[src/rtl/intr_ctrl.sv]
// Interrupt controller: edge/level capture into pending bits, software mask,
// fixed priority (channel 0 highest), and a non-nesting ACK/RETI handshake.
module intr_ctrl #(
    parameter int                N_CH      = 8,
    parameter int                ID_W      = 3,
    parameter logic [N_CH-1:0]   EDGE_MASK = {N_CH{1'b1}}
) (
    input  logic              I_CLK,
    input  logic              I_RST,
    input  logic [N_CH-1:0]   I_SRC,
    input  logic              I_MASK_WE,
    input  logic [N_CH-1:0]   I_MASK_IN,
    input  logic [N_CH-1:0]   I_SW_CLR,
    input  logic              I_ACK,
    input  logic              I_RETI,
    output logic              I_OUT,
    output logic [ID_W-1:0]   I_ID,
    output logic [N_CH-1:0]   I_PEND,
    output logic [N_CH-1:0]   I_MASK
);

    typedef enum logic {
        IDLE    = 1'b0,
        SERVICE = 1'b1
    } state_t;

    state_t            state_q, state_d;
    logic [N_CH-1:0]   pend_q, pend_d;
    logic [N_CH-1:0]   mask_q, mask_d;
    logic [N_CH-1:0]   prev_q, prev_d;
    logic [ID_W-1:0]   svc_id_q, svc_id_d;

    logic [N_CH-1:0]   ev_s;
    logic [N_CH-1:0]   active_s;
    logic [N_CH-1:0]   ack_clr_s;
    logic [ID_W-1:0]   sel_s;
    logic              out_s;
    logic [ID_W-1:0]   id_s;

    // Event detection and lowest-index priority select over enabled pending bits.
    always_comb begin
        ev_s     = (EDGE_MASK & I_SRC & ~prev_q) | (~EDGE_MASK & I_SRC);
        active_s = pend_q & mask_q;
        sel_s    = '0;
        // Scan downwards so the lowest set index is the last one written.
        for (int i = N_CH - 1; i >= 0; i--) begin
            if (active_s[i]) begin
                sel_s = ID_W'(i);
            end else begin
                sel_s = sel_s;
            end
        end
    end

    // Handshake FSM: request/ID outputs and the ACK-driven pending clear.
    always_comb begin
        state_d   = state_q;
        svc_id_d  = svc_id_q;
        ack_clr_s = '0;
        out_s     = 1'b0;
        id_s      = '0;
        case (state_q)
            IDLE: begin
                out_s = |active_s;
                id_s  = sel_s;
                if (I_ACK && out_s) begin
                    ack_clr_s[sel_s] = 1'b1;
                    svc_id_d         = sel_s;
                    state_d          = SERVICE;
                end else begin
                    state_d = IDLE;
                end
            end
            SERVICE: begin
                id_s = svc_id_q;
                if (I_RETI) begin
                    state_d = IDLE;
                end else begin
                    state_d = SERVICE;
                end
            end
            default: begin
                state_d = IDLE;
            end
        endcase
    end

    // Next values for pending (set wins over clear), mask and source history.
    always_comb begin
        pend_d = ev_s | (pend_q & ~(I_SW_CLR | ack_clr_s));
        prev_d = I_SRC;
        if (I_MASK_WE) begin
            mask_d = I_MASK_IN;
        end else begin
            mask_d = mask_q;
        end
    end

    // State registers with synchronous reset.
    always_ff @(posedge I_CLK) begin
        if (I_RST) begin
            state_q  <= IDLE;
            pend_q   <= '0;
            mask_q   <= '0;
            prev_q   <= '0;
            svc_id_q <= '0;
        end else begin
            state_q  <= state_d;
            pend_q   <= pend_d;
            mask_q   <= mask_d;
            prev_q   <= prev_d;
            svc_id_q <= svc_id_d;
        end
    end

    assign I_OUT  = out_s;
    assign I_ID   = id_s;
    assign I_PEND = pend_q;
    assign I_MASK = mask_q;

endmodule

[config.mk]
export PLATFORM = sky130hd
export DESIGN_NAME = intr_ctrl
export DESIGN_NICKNAME = d
export VERILOG_FILES = /design/src/rtl/intr_ctrl.sv
export SDC_FILE = /design/constraint.sdc
export NUM_CORES = 1
export LEC_CHECK = 0
export ABC_AREA = 1
export CORE_MARGIN = 4
export CORE_UTILIZATION = 42
export CTS_BUF_LIST = sky130_fd_sc_hd__clkbuf_16
export DETAILED_ROUTE_END_ITERATION = 6
export PLACE_DENSITY = 0.82
export SYNTH_ARGS = -nofsm -noshare
export SYNTH_HDL_FRONTEND = slang
export SYNTH_SLANG_ARGS = --single-unit
[constraint.sdc]
create_clock -name I_CLK -period 1.29 [get_ports I_CLK]
set_input_delay 0.3225 -clock I_CLK [delete_from_list [all_inputs] [get_ports I_CLK]]
set_output_delay 0.3225 -clock I_CLK [all_outputs]
set_load 0.005 [all_outputs]
==> impl_metrics.toml <==
[sta]
fin_ws_ns = -0.434
fin_crit_sh_pct = 134
slew_headroom_pct = 75.4
fin_hold_ws_ns = 0.454
worstMarginPinSlew_ns = 0.369
rsz0062_at_grt = "true"
setup_tns_ns = -2.29
hold_viol = 0
finClkSkew_ns = 0.00319
period_needed_ns = 1.72
max_freq_mhz = 580
setup_violations = 16
drv_slew = 0

[hold_path]
hold_class = "reg -> reg"
holdPathStages = 3
hp-start = "prev_q[4]$_SDFF_PP0_"
hold_end = "I_PEND[4]$_SDFF_PP0_"

[worst_setup_path]
max_stage_delay_ns = 0.34
path_delay_family = "simple AND/OR/NAND/NOR gates"
crit_required_ns = 0.97
critical_path_class = "reg -> out"
slowest_stage = "dfxtp_2"
cp_common_cell = "nand2_2"
crit_fanout = 4
r2r_slack_ns = -0.16
critPathLaunchType = "register"
endpoint_kind = "output pin"
r2r_start = "I_PEND[7]$_SDFF_PP0_"
worstPathArrival_ns = 1.40
r2r-end = "I_PEND[3]$_SDFF_PP0_"
reg2regPathDepth = 14
path_cells = "nand2_2 > nand2_2 > nand2_2 > nand2_1 > nand3_2 > o21ai_1 > buf_2"
cp_num_buf_inv = 1

[run_status]
outcome = "finished, violations left"
violations = "negative setup slack"

[clocking]
clockRootBuffer = "clkbuf_16"
clockBufferDepth = 2
clkSlewWorstSetupHoldPaths_ns = 0.07
clkSinkCount = 28
cts_hold_buf = 0
htreeDepth = 1
clk_latency_ns = 0.26
cts_tree = "done"
cts_buffers = 3

[global_route]
grt_pass1_vias = 1376
grt_pass1_wl_um = 6090
antenna_found_initial = 0
grt_usage_pct = 19.0
grt_max_degree = 16
overflow = 0

[route]
drt_iter0_drc = 71
drc = 0
postRouteAntennaNets = 0
drt-vias-per-instance = 4.88
drt_first_pass_iters = 4
routed_wl_um = 4350
vias = 1459
wl_per_cell_um = 14.6

[power_and_ir_drop]
share_comb_of_total_power_pct = 26.6
powerDensity_nw_per_um2 = 1000
switching_power_uw = 598
power_mw = 2.29
power.internal_mw = 1.69
p_leak_nw = 1.08
peakVddDrop_mv = 1.66
sw_frac_of_total_pct = 26.2
seqPwrFrac_pct = 42.8
clockPowerShare_pct = 30.6

[finish]
fin_util_pct = 82.1
syn2layout_area_growth_pct = 84.2
drive_gt1_share_pct = 39.9
layout.cells.non_filler = 299
fin_area_sq_um = 2280
antenna_cells = 0
num-nets-final = 298
nFillCells = 172

[synthesis]
syn_area_per_cell_sq_um = 7.00
synthCells = 177
synth_fp_nets = 206
yosysWarnings = 0
ys_types = 20
synth-seq-cells = 28
mappedNetlistArea_sq_um = 1240
yosysSeqAreaShare_pct = 45.3

[floorplan]
die_area_sq_um = 3880
num_rows = 19
io_pins = 49
initial_core_util_pct = 44.5
die_w_um = 62.3
die_h_um = 62.3
core_area_sq_um = 2780

[placed_design]
dpl.cell_count = 284
post_dp_cell_area_sq_um = 1980
gp_congestion = 0.872
hpwlAfterDp_um = 2600
dp_slack_ns = -0.497
portBuffers = 48

[job]
cap_violations = 0
## final cells by class
cell class                      count  area [sq um]  share of cell area, %
Timing Repair Buffer               89           790                   34.6
Multi-Input combinational cell    123           702                   30.8
Inverter                           24          92.6                   4.06
Clock buffer                        3          75.1                   3.29
Clock inverter                      1          3.75                  0.164
Sequential cell                    28           581                   25.4
Tap cell                           31          38.8                   1.70
## cells in the mapped netlist, drive strengths merged
cell type,count,area share (%)
o21ai,13,5.3
nand2,57,19
buf,2,0.71
nand3,6,3.4
nand4,1,0.51
nor3b,8,4.8
dfxtp,28,45
a21oi,6,2.4
nor2,30,10
inv,24,7.3
or2,1,0.51
o211ai,1,0.61
## kinds of logic (layout without fill, tap and decap cells)
logic type / Yosys count / after routing / synth area share (%)
buf+inv: 26 / 117 / 7.98
simple gates: 103 / 103 / 38.5
flops: 28 / 28 / 45.3
compound gates: 20 / 20 / 8.28
## cells in the final DEF, fill, tap and decap left out, types with 2 or more instances in the layout
cell and n:
nand2_1 38, buf_4 33, clkdlybuf4s50_1 28, nor2_1 24, inv_1 19, dfxtp_2 16, nand2_2 13, clkdlybuf4s15_1 13
dfxtp_1 12, buf_6 9, o21ai_0 8, nor3b_1 8, nand2_4 6, inv_2 4, nor2_4 4, buf_2 4
nand3_2 3, a21oi_1 3, a21oi_2 3, clkbuf_16 3, o21ai_1 2, o21ai_2 2, nand3_1 2, nor2_2 2
clkbuf_2 2
## per-layer routing
layer	vias to the layer above	global-route usage [%]	routed length (um)
met3	10	5.77	311
met1	661	21.8	1740
met4	0	5.04	97
li1	728	-	-
met5	-	0	0
met2	60	33.9	2210
## worst max-delay path by stage
stage	cells after the start	slack [ns]	endpoint	start
global route	7	-0.52	I_ID[1]	I_PEND[6]$_SDFF_PP0_
global placement	7	-0.46	I_ID[1]	I_PEND[6]$_SDFF_PP0_
finish	7	-0.43	I_ID[1]	I_MASK[7]$_SDFFE_PP0P_
CTS	11	-0.38	I_ID[0]	I_MASK[7]$_SDFFE_PP0P_
floorplan	10	0.0006	I_ID[0]	I_PEND[7]$_SDFF_PP0_
detailed placement	8	-0.50	I_ID[1]	I_MASK[4]$_SDFFE_PP0P_
## sequential cells by signal, indices dropped and copies added (netlist names)
name      flops
I_MASK        8
I_PEND        8
prev_q        8
svc_id_q      3
state_q       1
## power by group through the flow
stage,registers [mW],logic (mW),clock network (mW)
6_report,0.979,0.607,0.700
5_1_grt,0.983,0.658,0.747
4_1_cts,0.970,0.506,0.711
3_5_place_dp,0.977,0.506,0
3_3_place_gp,0.974,0.500,0
2_1_floorplan,0.980,0.175,0
## timing repair
item | in CTS | in global routing
hold endpoints to repair | 0 | 0
pin swaps | 8 | 13
gates resized for setup | 75 | 39
buffers inserted | 4 | 8
setup endpoints to repair | 25 | 24
gates cloned | 0 | 0
## worst register-to-register path, delay by kind of cell, from the launching register on
family | cells | cell delay, ns
and+or+nand+nor | 10 | 0.66
buffers and inverters | 4 | 0.41
DFF | 1 | 0.32
(Power assumes the default switching activity.)
